[src/rtl/gt_bringup_pkg.sv]
// Shared types and constants for the GT TX bring-up controller.
//   state_e : bring-up FSM state encoding
//   RETRY_W : width of the retry_count output
package gt_bringup_pkg;

  localparam int unsigned RETRY_W = 4;

  typedef enum logic [2:0] {
    ST_WAIT_ACTIVE = 3'd0,
    ST_BB_RESET    = 3'd1,
    ST_WAIT_DONE   = 3'd2,
    ST_READY       = 3'd3,
    ST_FAIL        = 3'd4
  } state_e;

endpackage

[src/rtl/gt_lane_gate.sv]
// Per-lane output gate: forwards lane data while the link is ready, otherwise
// drives the idle fill word. Output is registered (1 cycle latency).
//   clock, reset : TX user clock, synchronous active-high reset
//   pass         : 1 = forward data_in, 0 = send IDLE_WORD
//   data_in      : lane user data
//   data_out     : registered lane data toward the wizard
module gt_lane_gate #(
  parameter int unsigned               LANE_WIDTH = 40,
  parameter logic [LANE_WIDTH-1:0]     IDLE_WORD  = '0
) (
  input  logic                  clock,
  input  logic                  reset,
  input  logic                  pass,
  input  logic [LANE_WIDTH-1:0] data_in,
  output logic [LANE_WIDTH-1:0] data_out
);

  logic [LANE_WIDTH-1:0] data_d;
  logic [LANE_WIDTH-1:0] data_q;

  always_comb begin
    data_d = IDLE_WORD;
    if (pass) begin
      data_d = data_in;
    end
  end

  always_ff @(posedge clock) begin
    if (reset) begin
      data_q <= IDLE_WORD;
    end else begin
      data_q <= data_d;
    end
  end

  assign data_out = data_q;

endmodule

[src/rtl/gt_tx_bringup_ctrl.sv]
// GT TX bring-up controller: sequences the user-clock helper reset, the TX
// buffer-bypass reset with bounded retries, and gates lane data until ready.
//   clock, reset          : TX usrclk2, synchronous active-high reset
//   txpmaresetdone        : per-lane PMA reset done
//   txprgdivresetdone     : per-lane prog-divider reset done
//   userclk_tx_active     : user clock helper active
//   buffbypass_tx_done    : bypass alignment done
//   buffbypass_tx_error   : bypass alignment error
//   reset_tx_done         : wizard TX reset done
//   userclk_tx_reset      : user clock helper reset (registered)
//   buffbypass_tx_reset   : bypass controller reset (registered)
//   tx_reset              : downstream datapath reset (registered)
//   tx_ready / tx_fail    : link usable / sticky failure (registered)
//   retry_count           : bypass-reset retries consumed (registered)
//   tx_data_in/out        : lane data in, gated registered data out
module gt_tx_bringup_ctrl
  import gt_bringup_pkg::*;
#(
  parameter int unsigned           LANES           = 4,
  parameter int unsigned           LANE_WIDTH      = 40,
  parameter int unsigned           BB_RESET_CYCLES = 5,
  parameter int unsigned           DONE_TIMEOUT    = 65535,
  parameter int unsigned           MAX_RETRIES     = 3,
  parameter logic [LANE_WIDTH-1:0] IDLE_WORD       = '0
) (
  input  logic                        clock,
  input  logic                        reset,
  input  logic [LANES-1:0]            txpmaresetdone,
  input  logic [LANES-1:0]            txprgdivresetdone,
  input  logic                        userclk_tx_active,
  input  logic                        buffbypass_tx_done,
  input  logic                        buffbypass_tx_error,
  input  logic                        reset_tx_done,
  output logic                        userclk_tx_reset,
  output logic                        buffbypass_tx_reset,
  output logic                        tx_reset,
  output logic                        tx_ready,
  output logic                        tx_fail,
  output logic [RETRY_W-1:0]          retry_count,
  input  logic [LANES*LANE_WIDTH-1:0] tx_data_in,
  output logic [LANES*LANE_WIDTH-1:0] tx_data_out
);

  localparam int unsigned HOLD_W = 8;
  localparam int unsigned TMO_W  = 20;

  // WAIT_DONE stays for exactly DONE_TIMEOUT cycles: the timeout fires on the
  // cycle whose incremented count reaches DONE_TIMEOUT.
  localparam logic [TMO_W-1:0]   TMO_LAST  = TMO_W'(DONE_TIMEOUT - 1);
  localparam logic [HOLD_W-1:0]  HOLD_LOAD = HOLD_W'(BB_RESET_CYCLES);
  localparam logic [RETRY_W-1:0] RETRY_MAX = RETRY_W'(MAX_RETRIES);

  state_e              state_d, state_q;
  logic [HOLD_W-1:0]   hold_d, hold_q;
  logic [TMO_W-1:0]    tmo_d, tmo_q;
  logic [RETRY_W-1:0]  retry_d, retry_q;
  logic                retry_take;

  logic                userclk_tx_reset_d, userclk_tx_reset_q;
  logic                buffbypass_tx_reset_d, buffbypass_tx_reset_q;
  logic                tx_reset_d, tx_reset_q;
  logic                tx_ready_d, tx_ready_q;
  logic                tx_fail_d, tx_fail_q;

  // Next-state and counter logic.
  always_comb begin
    state_d    = state_q;
    hold_d     = hold_q;
    tmo_d      = tmo_q;
    retry_d    = retry_q;
    retry_take = 1'b0;

    case (state_q)
      ST_WAIT_ACTIVE: begin
        if (userclk_tx_active) begin
          state_d = ST_BB_RESET;
          hold_d  = HOLD_LOAD;
        end
      end
      ST_BB_RESET: begin
        hold_d = hold_q - HOLD_W'(1);
        if (hold_q == HOLD_W'(1)) begin
          state_d = ST_WAIT_DONE;
          tmo_d   = '0;
        end
      end
      ST_WAIT_DONE: begin
        tmo_d = tmo_q + TMO_W'(1);
        // Error outranks done.
        if (buffbypass_tx_error || (tmo_q == TMO_LAST)) begin
          retry_take = 1'b1;
        end else if (buffbypass_tx_done && reset_tx_done) begin
          state_d = ST_READY;
        end
      end
      ST_READY: begin
        if (buffbypass_tx_error) begin
          retry_take = 1'b1;
        end
      end
      ST_FAIL: begin
        state_d = ST_FAIL;
      end
      default: begin
        state_d = ST_WAIT_ACTIVE;
      end
    endcase

    // retry_q < RETRY_MAX <= 15 guarantees the increment cannot wrap.
    if (retry_take) begin
      if (retry_q < RETRY_MAX) begin
        retry_d = retry_q + RETRY_W'(1);
        state_d = ST_BB_RESET;
        hold_d  = HOLD_LOAD;
      end else begin
        state_d = ST_FAIL;
      end
    end

    // Losing the user clock restarts bring-up from any non-failed state.
    if ((state_q != ST_FAIL) && !userclk_tx_active) begin
      state_d = ST_WAIT_ACTIVE;
      retry_d = '0;
      hold_d  = '0;
      tmo_d   = '0;
    end
  end

  // Output decodes, computed for the next state so flops align with state_q.
  always_comb begin
    userclk_tx_reset_d    = !((&txpmaresetdone) && (&txprgdivresetdone));
    buffbypass_tx_reset_d = (state_d == ST_WAIT_ACTIVE) || (state_d == ST_BB_RESET);
    tx_ready_d            = (state_d == ST_READY);
    tx_fail_d             = (state_d == ST_FAIL);
    tx_reset_d            = !((state_q == ST_READY) && reset_tx_done);
  end

  always_ff @(posedge clock) begin
    if (reset) begin
      state_q               <= ST_WAIT_ACTIVE;
      hold_q                <= '0;
      tmo_q                 <= '0;
      retry_q               <= '0;
      userclk_tx_reset_q    <= 1'b1;
      buffbypass_tx_reset_q <= 1'b1;
      tx_reset_q            <= 1'b1;
      tx_ready_q            <= 1'b0;
      tx_fail_q             <= 1'b0;
    end else begin
      state_q               <= state_d;
      hold_q                <= hold_d;
      tmo_q                 <= tmo_d;
      retry_q               <= retry_d;
      userclk_tx_reset_q    <= userclk_tx_reset_d;
      buffbypass_tx_reset_q <= buffbypass_tx_reset_d;
      tx_reset_q            <= tx_reset_d;
      tx_ready_q            <= tx_ready_d;
      tx_fail_q             <= tx_fail_d;
    end
  end

  assign userclk_tx_reset    = userclk_tx_reset_q;
  assign buffbypass_tx_reset = buffbypass_tx_reset_q;
  assign tx_reset            = tx_reset_q;
  assign tx_ready            = tx_ready_q;
  assign tx_fail             = tx_fail_q;
  assign retry_count         = retry_q;

  // Lane gates follow the registered tx_ready.
  for (genvar i = 0; i < LANES; i++) begin : g_lane
    gt_lane_gate #(
      .LANE_WIDTH (LANE_WIDTH),
      .IDLE_WORD  (IDLE_WORD)
    ) u_gate (
      .clock    (clock),
      .reset    (reset),
      .pass     (tx_ready_q),
      .data_in  (tx_data_in[i*LANE_WIDTH +: LANE_WIDTH]),
      .data_out (tx_data_out[i*LANE_WIDTH +: LANE_WIDTH])
    );
  end

endmodule

[config.mk]
export PLATFORM = sky130hd
export DESIGN_NAME = gt_tx_bringup_ctrl
export DESIGN_NICKNAME = d
export VERILOG_FILES = /design/src/rtl/gt_bringup_pkg.sv /design/src/rtl/gt_lane_gate.sv /design/src/rtl/gt_tx_bringup_ctrl.sv
export SDC_FILE = /design/constraint.sdc
export NUM_CORES = 1
export LEC_CHECK = 0
export ABC_AREA = 1
export CAP_MARGIN = 20
export CELL_PAD_IN_SITES_DETAIL_PLACEMENT = 0
export CELL_PAD_IN_SITES_GLOBAL_PLACEMENT = 1
export CORE_UTILIZATION = 30
export CTS_CLUSTER_SIZE = 12
export DETAILED_ROUTE_END_ITERATION = 16
export GPL_TIMING_DRIVEN = 0
export PLACE_DENSITY_LB_ADDON = 0.25
export SLEW_MARGIN = 10
export SYNTH_ARGS = -nofsm -noshare
export SYNTH_HDL_FRONTEND = slang
export SYNTH_SLANG_ARGS = --single-unit
[constraint.sdc]
create_clock -name clock -period 2.4 [get_ports clock]
set_input_delay 0.24 -clock clock [delete_from_list [all_inputs] [get_ports clock]]
set_output_delay 0.24 -clock clock [all_outputs]
set_load 0.01 [all_outputs]
==> metrics.md <==
| Metric | Value |
|---|---|
| Outcome | `complete, no violations` |
| Critical path peak fanout | `10` |
| Max-slew violations | `0` |
| Clock power share | `0.428` |
| Number of fill cells in the layout | `2128` |
| Final Hold Viols | `0` |
| Syn Nets | `1002` |
| First-pass GRT wire length | `30700 µm` |
| Slew margin rel. | `0.598` |
| Setup violators final | `0` |
| Peak VDD IR | `0.414 mV` |
| Mapped Cells | `823` |
| FMAX | `0.527 GHz` |
| DRC violations left | `0` |
| Internal | `5.00 mW` |
| Total track usage | `0.184` |
| Async SR Flop Fraction | `0` |
| Detailed Route Iter0 Violations | `247` |
| Port Buf Inserts | `342` |
| Comb pwr share | `0.064` |
| Via Count | `5844` |
| Core area | `21800 µm²` |
| Vias per inst | `3.96` |
| Total of max-cap violations | `0` |
| Row Count | `54` |
| Leak Pwr | `4.97 nW` |
| Die H | `151 µm` |
| Min cycle time layout | `1.90 ns` |
| Yosys cell types | `35` |
| Setup crit start kind | `input port` |
| Most common cell in the synthesized netlist | `inv_1` |
| Diode count | `0` |
| Nets | `1363` |
| Clock transition at the registers of the reported paths | `0.08 ns` |
| Post-synthesis sequential area ratio | `0.600` |
| Seq cells post-synth | `200` |
| CP Data Required Time | `2.70 ns` |
| Pin count of the biggest net entering global routing | `21` |
| Final period utilization | `0.790` |
| Clk Latency, worst-skew pair | `0.44 ns` |
| CTS tree | `built` |
| Die Footprint | `22900 µm²` |
| GPL Wtd Cong | `0.780` |
| Yosys top cell by area | `dfxtp_1` |
| EDFF count, synth | `0` |
| Post-CTS Repair Setup Buffers | `0` |
| H-tree depth | `4` |
| GRT overflow | `0` |
| Initial Util | `0.306` |
| Slew @ Worst Pin | `0.603 ns` |
| Main synth FF type | `dfxtp_1` |
| Yosys warning count | `0` |
| Total power divided by cell area | `594 nW/µm²` |
| CTS root buffer | `clkbuf_16` |
| CP Data Arrival Time | `2.19 ns` |
| Cell Area, Synth | `6680 µm²` |
| Share of cells above drive strength 1 | `0.0526` |
| RSZ-0062 raised after global routing | `false` |
| Number of gates resized after CTS | `0` |
| Endpoint type of the worst setup path | `flop` |
| Avg Synthesized Cell Area | `8.11 µm²` |
| Syn-to-layout area delta | `65.3%` |
| CTS buffer count | `17` |
| Chip Width | `151 µm` |
| Routed Antenna Nets | `0` |
| Top post-synthesis cells by area | `dfxtp_1 (60%), inv_1 (12%), nor2_1 (11%)` |
| Post-synth top cells | `inv_1 (206), nor2_1 (202), dfxtp_1 (200)` |
| Pwr Total | `6.55 mW` |
| HPWL after DPL | `16500 µm` |
| Initial antenna violation count | `1` |
| P_sw | `1.54 mW` |
| Reg power frac | `0.508` |
| Share of the synthesized area in the top cell type | `0.600` |
| Final clock skew | `0.0158 ns` |
| Detailed Routing Iterations Pass 1 | `4` |
| Clock sink count | `200` |
| Clock Path Buffers | `2` |
| Sw Share | `0.236` |
| Vias in the first global route | `5564` |
| DR WL/cell | `14.0 µm` |
| Worst Setup Path Type | `input port to flop` |
| IO Pins | `343` |
| Hold-fix buffers, CTS | `0` |
| Total wire length | `20700 µm` |
| Worst hold path type | `input port to flop` |
| Post-route setup TNS | `0 ns` |
[stage by stage]
| stage | util | instance area, µm² | hold slack, ns | setup slack, ns | cells |
|---|---|---|---|---|---|
| floorplan | - | 6680 | 0.312 | 1.04 | 823 |
| global placement | 0.479 | 10400 | 0.433 | -0.114 | 1445 |
| detailed placement | 0.479 | 10400 | 0.445 | -0.0897 | 1445 |
| CTS | 0.506 | 11000 | 0.291 | 0.378 | 1477 |
| global route | 0.506 | 11000 | 0.299 | 0.293 | 1477 |
| finish | 0.506 | 11000 | 0.309 | 0.503 | 1477 |
[layer usage]
metal / part of all wire / track usage / vias up
met1: 0.39 / 0.209 / 2545
met4: 0.021 / 0.0770 / 0
li1: - / - / 3105
met5: 0 / 0 / -
met3: 0.090 / 0.0759 / 22
met2: 0.50 / 0.304 / 172
[worst paths after layout]
path                                                   from                                       end  slack [ns]  cells past startpoint
worst max-delay path                                  reset  g_lane[3].u_gate.data_out[20]$_SDFF_PP0_        0.50                      6
worst min-delay path                         tx_data_in[63]  g_lane[1].u_gate.data_out[23]$_SDFF_PP0_        0.31                      3
worst max register to register          tx_ready$_SDFF_PP0_  g_lane[3].u_gate.data_out[20]$_SDFF_PP0_        0.61                      4
worst min register to register  retry_count[3]$_SDFFE_PP0P_               retry_count[3]$_SDFFE_PP0P_        0.45                      2
[power by group through the flow]
stage               Combinational (mW)  Clock [mW]  Sequential, mW
floorplan                        0.111           0            3.41
global placement                 0.414           0            3.41
detailed placement               0.417           0            3.41
CTS                              0.419        2.90            3.33
global route                     0.462        3.03            3.33
finish                           0.416        2.80            3.33
[sequential cells by signal (all words and copies together), names as in the netlist, 3 cells and up]
| register | count |
|---|---|
| tmo_q | 20 |
| g_lane.u_gate.data_out | 160 |
| hold_q | 8 |
| retry_count | 4 |
| state_q | 3 |
[layout make-up]
| type | count | area, µm² | share of cell area |
|---|---|---|---|
| Tap cell | 280 | 350 | 0.0318 |
| Buffer | 21 | 92.6 | 0.00839 |
| Inverter | 213 | 801 | 0.0726 |
| Timing Repair Buffer | 342 | 3420 | 0.310 |
| Clock inverter | 14 | 154 | 0.0140 |
| Multi-Input combinational cell | 389 | 1780 | 0.161 |
| Sequential cell | 200 | 4000 | 0.363 |
| Clock buffer | 18 | 429 | 0.0389 |
[worst max-delay path, cell delays in order]
cell             delay [ns]
clkdlybuf4s50_1        0.48
inv_1                  0.13
nand2_1                0.24
clkbuf_1               0.47
clkbuf_1               0.53
nor2_1                 0.09
[logic make-up after synthesis]
| group | after synthesis | share of synthesized area |
|---|---|---|
| buffers and inverters | 234 | 0.134 |
| AOI/OAI and AO/OA | 57 | 0.0487 |
| and+or+nand+nor | 327 | 0.208 |
| DFF | 200 | 0.600 |
| adders and majority gates | 5 | 0.00937 |
[layout by cell type (no fill, tap or decap), types with 5 or more instances in the layout]
master             n
nand2_1           68
clkdlybuf4s50_1  342
inv_2              6
ha_1               5
a21oi_1           24
clkbuf_1          18
nor2_4             5
nor3_1             7
o21ai_0           18
nor2_1           202
nand3_1           23
inv_1            206
dfxtp_1          200
clkbuf_16         17
No activity file was read; power rests on OpenSTA's default activity.
